--- src/rtl/morse_key_decoder.sv ---
// rtl/morse_key_decoder.sv - straight-key Morse decoder (dot/dash/space pulses); optional auto-spacing via `MORSE_AUTOSPACE_EN
module morse_key_decoder #(
  parameter int UNIT_CYCLES     = 60000,
  parameter int DEBOUNCE_CYCLES = 2400,
  parameter int CNT_W           = 24
) (
  input  logic clk,
  input  logic rst_n,
  input  logic key_in,
  output logic key_db_o,
  output logic dot_o,
  output logic dash_o,
  output logic char_space_o,
  output logic word_space_o
);

  typedef enum logic [1:0] {S_IDLE, S_PRESS, S_GAP, S_GAP_CHAR} state_t;

  localparam logic [15:0]      DB_LAST   = 16'(DEBOUNCE_CYCLES - 1);
  localparam logic [CNT_W-1:0] DOT_LIMIT = CNT_W'(2 * UNIT_CYCLES);
  localparam logic [CNT_W-1:0] CNT_MAX   = '1;
  localparam logic [CNT_W-1:0] CNT_ONE   = {{(CNT_W-1){1'b0}}, 1'b1};
`ifdef MORSE_AUTOSPACE_EN
  // Gap counter holds (low cycles - 1) when compared, so thresholds are one below the unit counts
  localparam logic [CNT_W-1:0] CHAR_AT   = CNT_W'(2 * UNIT_CYCLES - 1);
  localparam logic [CNT_W-1:0] WORD_AT   = CNT_W'(5 * UNIT_CYCLES - 1);
`endif

  logic             r_sync1;
  logic             r_sync2;
  logic [15:0]      r_db_cnt;
  logic             r_key_db;
  logic             r_key_prev;
  state_t           r_state;
  logic [CNT_W-1:0] r_press_cnt;
  logic             r_dot;
  logic             r_dash;
  logic             w_rise;
  logic             w_fall;

  assign w_rise   = r_key_db & ~r_key_prev;
  assign w_fall   = ~r_key_db & r_key_prev;
  assign key_db_o = r_key_db;
  assign dot_o    = r_dot;
  assign dash_o   = r_dash;

  // Two-flop synchroniser for the asynchronous key level
  always_ff @(posedge clk or negedge rst_n) begin
    if (!rst_n) begin
      r_sync1 <= 1'b0;
      r_sync2 <= 1'b0;
    end else begin
      r_sync1 <= key_in;
      r_sync2 <= r_sync1;
    end
  end

  // Debounce: accept a new level only after DEBOUNCE_CYCLES consecutive disagreeing cycles
  always_ff @(posedge clk or negedge rst_n) begin
    if (!rst_n) begin
      r_db_cnt <= '0;
      r_key_db <= 1'b0;
    end else if (r_sync2 == r_key_db) begin
      r_db_cnt <= '0;
    end else if (r_db_cnt == DB_LAST) begin
      r_key_db <= r_sync2;
      r_db_cnt <= '0;
    end else begin
      r_db_cnt <= r_db_cnt + 16'd1;
    end
  end

`ifdef MORSE_AUTOSPACE_EN
  logic [CNT_W-1:0] r_gap_cnt;
  logic             r_char;
  logic             r_word;
  assign char_space_o = r_char;
  assign word_space_o = r_word;
`else
  assign char_space_o = 1'b0;
  assign word_space_o = 1'b0;
`endif

  // Timing FSM on the debounced key: classifies presses and, optionally, gaps
  always_ff @(posedge clk or negedge rst_n) begin
    if (!rst_n) begin
      r_state     <= S_IDLE;
      r_key_prev  <= 1'b0;
      r_press_cnt <= '0;
      r_dot       <= 1'b0;
      r_dash      <= 1'b0;
`ifdef MORSE_AUTOSPACE_EN
      r_gap_cnt   <= '0;
      r_char      <= 1'b0;
      r_word      <= 1'b0;
`endif
    end else begin
      r_key_prev <= r_key_db;
      r_dot      <= 1'b0;
      r_dash     <= 1'b0;
`ifdef MORSE_AUTOSPACE_EN
      r_char     <= 1'b0;
      r_word     <= 1'b0;
`endif
      if (w_rise) begin
        // A new press always wins, which also suppresses any pending space
        r_state     <= S_PRESS;
        r_press_cnt <= '0;
      end else begin
        case (r_state)
          S_IDLE: begin
          end
          S_PRESS: begin
            if (w_fall) begin
              if (r_press_cnt < DOT_LIMIT) r_dot  <= 1'b1;
              else                         r_dash <= 1'b1;
`ifdef MORSE_AUTOSPACE_EN
              // The key has already been low for one cycle at this point
              r_state   <= S_GAP;
              r_gap_cnt <= CNT_ONE;
`else
              r_state   <= S_IDLE;
`endif
            end else if (r_key_db && (r_press_cnt != CNT_MAX)) begin
              r_press_cnt <= r_press_cnt + CNT_ONE;
            end
          end
`ifdef MORSE_AUTOSPACE_EN
          S_GAP: begin
            if (r_gap_cnt != CNT_MAX) r_gap_cnt <= r_gap_cnt + CNT_ONE;
            if (r_gap_cnt == CHAR_AT) begin
              r_char  <= 1'b1;
              r_state <= S_GAP_CHAR;
            end
          end
          S_GAP_CHAR: begin
            if (r_gap_cnt != CNT_MAX) r_gap_cnt <= r_gap_cnt + CNT_ONE;
            if (r_gap_cnt == WORD_AT) begin
              r_word  <= 1'b1;
              r_state <= S_IDLE;
            end
          end
`endif
          default: r_state <= S_IDLE;
        endcase
      end
    end
  end

endmodule

--- config.mk ---
export PLATFORM = sky130hd
export DESIGN_NAME = morse_key_decoder
export DESIGN_NICKNAME = d
export VERILOG_FILES = /design/src/rtl/morse_key_decoder.sv
export SDC_FILE = /design/constraint.sdc
export NUM_CORES = 1
export LEC_CHECK = 0
export BUFFER_PORTS_ARGS = -buffer_cell sky130_fd_sc_hd__buf_2
export CORE_UTILIZATION = 55
export CTS_CLUSTER_DIAMETER = 60
export DETAILED_ROUTE_END_ITERATION = 12
export PLACE_DENSITY = 0.72
export SYNTH_ARGS = -nofsm -noshare
export SYNTH_HDL_FRONTEND = slang
export SYNTH_SLANG_ARGS = --single-unit
--- constraint.sdc ---
create_clock -name clk -period 6.65 [get_ports clk]
set_clock_uncertainty 0.15 [all_clocks]
set_input_delay 0.665 -clock clk [delete_from_list [all_inputs] [get_ports clk]]
set_output_delay 0.665 -clock clk [all_outputs]
set_load 0.05 [all_outputs]
==> flow_summary.ini <==
[finish]
fill_cells = 391
fin_area_mm2 = 0.00266
nets = 271
final_cell_mix = 47 x dfrtp_1, 28 x nor2_1, 25 x nand2_1
diodes = 0
fin_util_pct = 60.3
layout_commonest_cell = dfrtp_1
instances_no_fill = 316
regArea_mm2 = 0.00118
multiInputGateArea_mm2 = 0.00128
layout-drive-gt1-share_pct = 9.47
area_growth_pct = 4.11

[global_route]
grt_max_degree = 48
use_met2_pct = 34.2
grtUsageTotal_pct = 20.4
antenna_found_initial = 0
grt_pass1_vias = 1786
grt_overflow_total = 0
grt_pass1_wl_um = 8000
grt_busiest_layer = met2
gr-usage-met3_pct = 4.76
grt_use_met1_pct = 25.9

[cts]
ctsLongestPathBuffers = 2
clk_pin_slew_ns = 0.09
cts.sinks = 47
numCtsBuffers = 5
post_cts_buffers = 0
htreeDepth = 2
cts-resized-gates = 0
cts_tree = done
root_buffer = clkbuf_8
clk_latency_ns = 0.31
postCtsHoldBufs = 0

[yosys]
ys_seq_area_share_pct = 46.0
synth.avg_cell_area_um2 = 9.66
ys_seq_elements = 47
synth-edff-count = 0
ys_warn_count = 0
synthCells = 265
syn-cell-area_mm2 = 0.00256
async_flop_share_pct = 100
synth_top_flop_cell = dfrtp_1
synth.distinct_cells = 43

[place]
place_inst = 308
dp_slack_ns = 4.07
dp_hpwl_um = 2960
io_buffers = 5
placed_area_mm2 = 0.00256
place.gp.congestion = 0.818

[setup_path]
r2r-end = r_press_cnt[16]
r2r-start = key_db_o
worstPathMaxFanout = 41
arrival_ns = 2.70
r2r_slack_ns = 4.04
end_kind = register
cp-start-kind = register
crit_type = register to register
reg2regPathDepth = 6
required_ns = 6.74

[drt]
routedWlPerCell_um = 14.2
drt_wl_total_um = 4490
vias_per_cell = 5.97
antenna_left = 0
drc = 0
drtIter0Drc = 111
dr.pass1.iters = 4
detailroute.via_count = 1887

[hold_path]
hold_end = r_sync2
min-delay-path-class = register to register
holdPathStages = 0
hp-start = r_sync1

[sta]
clock.fmax_mhz = 382
min_period_over_period_pct = 39.3
setup_tns_ns = 0
fin_crit_ns = 2.61
hold_ws_ns = 0.212
timing.final.ws_setup_ns = 4.04
max_slew_margin_pct = 32.5
tightestPinTransition_ns = 1.01
hold_violations = 0
slew_violations = 0
rsz0062_at_grt = false
setup_viol = 0

[die]
start_util_pct = 58.0
rows = 24
dieArea_mm2 = 0.00493
fp.dieH_um = 70.2
pin_count = 8
placeableCoreArea_mm2 = 0.00441
die-width_um = 70.2

[pwr]
leakagePower_nw = 1.25
p_per_area_mw_per_mm2 = 184
finalPower_uw = 489
ir_drop_mv = 0.116

[job]
drv_cap = 0

[status]
status = complete, no violations
[kinds of logic after synthesis]
group | after synthesis | share of synthesized area [%]
flops | 47 | 46.0
other cells | 1 | 0.147
buf+inv | 20 | 4.30
simple gates | 139 | 29.3
compound gates | 32 | 10.3
xor+xnor | 15 | 5.13
fa+ha+maj | 5 | 2.44
mux | 6 | 2.40
[sequential cells by signal, indices dropped and copies added (netlist names)]
register and flops:
r_press_cnt 24, dash_o 1, r_sync2 1, r_key_prev 1, r_state 1, r_sync1 1
dot_o 1, key_db_o 1, r_db_cnt 16
[cells in the mapped netlist (2+ instances only)]
library cell / number / area (um2)
nor2b_1: 10 / 62.6
o21ai_0: 6 / 30.0
a211o_1: 4 / 35.0
a221o_1: 7 / 70.1
o21ai_1: 2 / 10.0
inv_1: 4 / 15.0
nand2b_1: 2 / 12.5
ha_1: 5 / 62.6
buf_6: 2 / 22.5
a22oi_2: 2 / 25.0
a21o_1: 3 / 22.5
nand3b_1: 4 / 30.0
and3b_1: 2 / 17.5
a21oi_1: 4 / 20.0
or4_1: 3 / 22.5
nand2_1: 25 / 93.8
xor2_1: 9 / 78.8
nand3_2: 2 / 20.0
nand4_1: 10 / 62.6
mux2i_1: 5 / 50.1
o41ai_2: 2 / 32.5
nor4_1: 10 / 62.6
nor2_1: 28 / 105
and3_1: 7 / 43.8
nand3_1: 19 / 95.1
buf_4: 4 / 30.0
clkbuf_1: 6 / 22.5
xnor2_1: 6 / 52.6
nor3_1: 8 / 40.0
dfrtp_1: 47 / 1180
buf_2: 4 / 20.0
nor4b_1: 2 / 17.5
[critical path, stage by stage (launching register included)]
cell and delay, ns:
dfrtp_1 0.48, ha_1 0.21, buf_4 0.35, nor2b_1 0.13, a41o_2 0.55, or4_1 0.56, nand3_1 0.10
[final cells by class]
class	count	area share (%)
Timing Repair Buffer	6	1.22
Sequential cell	47	44.2
Tap cell	52	2.44
Clock inverter	2	0.611
Clock buffer	6	3.10
Inverter	4	0.564
Multi-Input combinational cell	199	47.9
[worst max path at each step]
| stage | start | end |
|---|---|---|
| 2_1_floorplan | key_db_o | r_press_cnt[14] |
| 3_3_place_gp | key_db_o | r_press_cnt[16] |
| 3_5_place_dp | key_db_o | r_press_cnt[16] |
| 4_1_cts | key_db_o | r_press_cnt[16] |
| 5_1_grt | key_db_o | r_press_cnt[16] |
| 6_report | key_db_o | r_press_cnt[16] |
[metal layers]
layer / wire [um] / vias up
met1: 2150 / 906
li1: - / 955
met5: 0 / -
met3: 129 / 4
met2: 2160 / 22
met4: 46 / 0
[where the power goes]
group | switching [mW] | total (mW) | internal, mW
registers | 0.00166 | 0.289 | 0.288
clock network | 0.102 | 0.187 | 0.0850
logic | 0.0108 | 0.0130 | 0.00224
(Power assumes the default switching activity.)
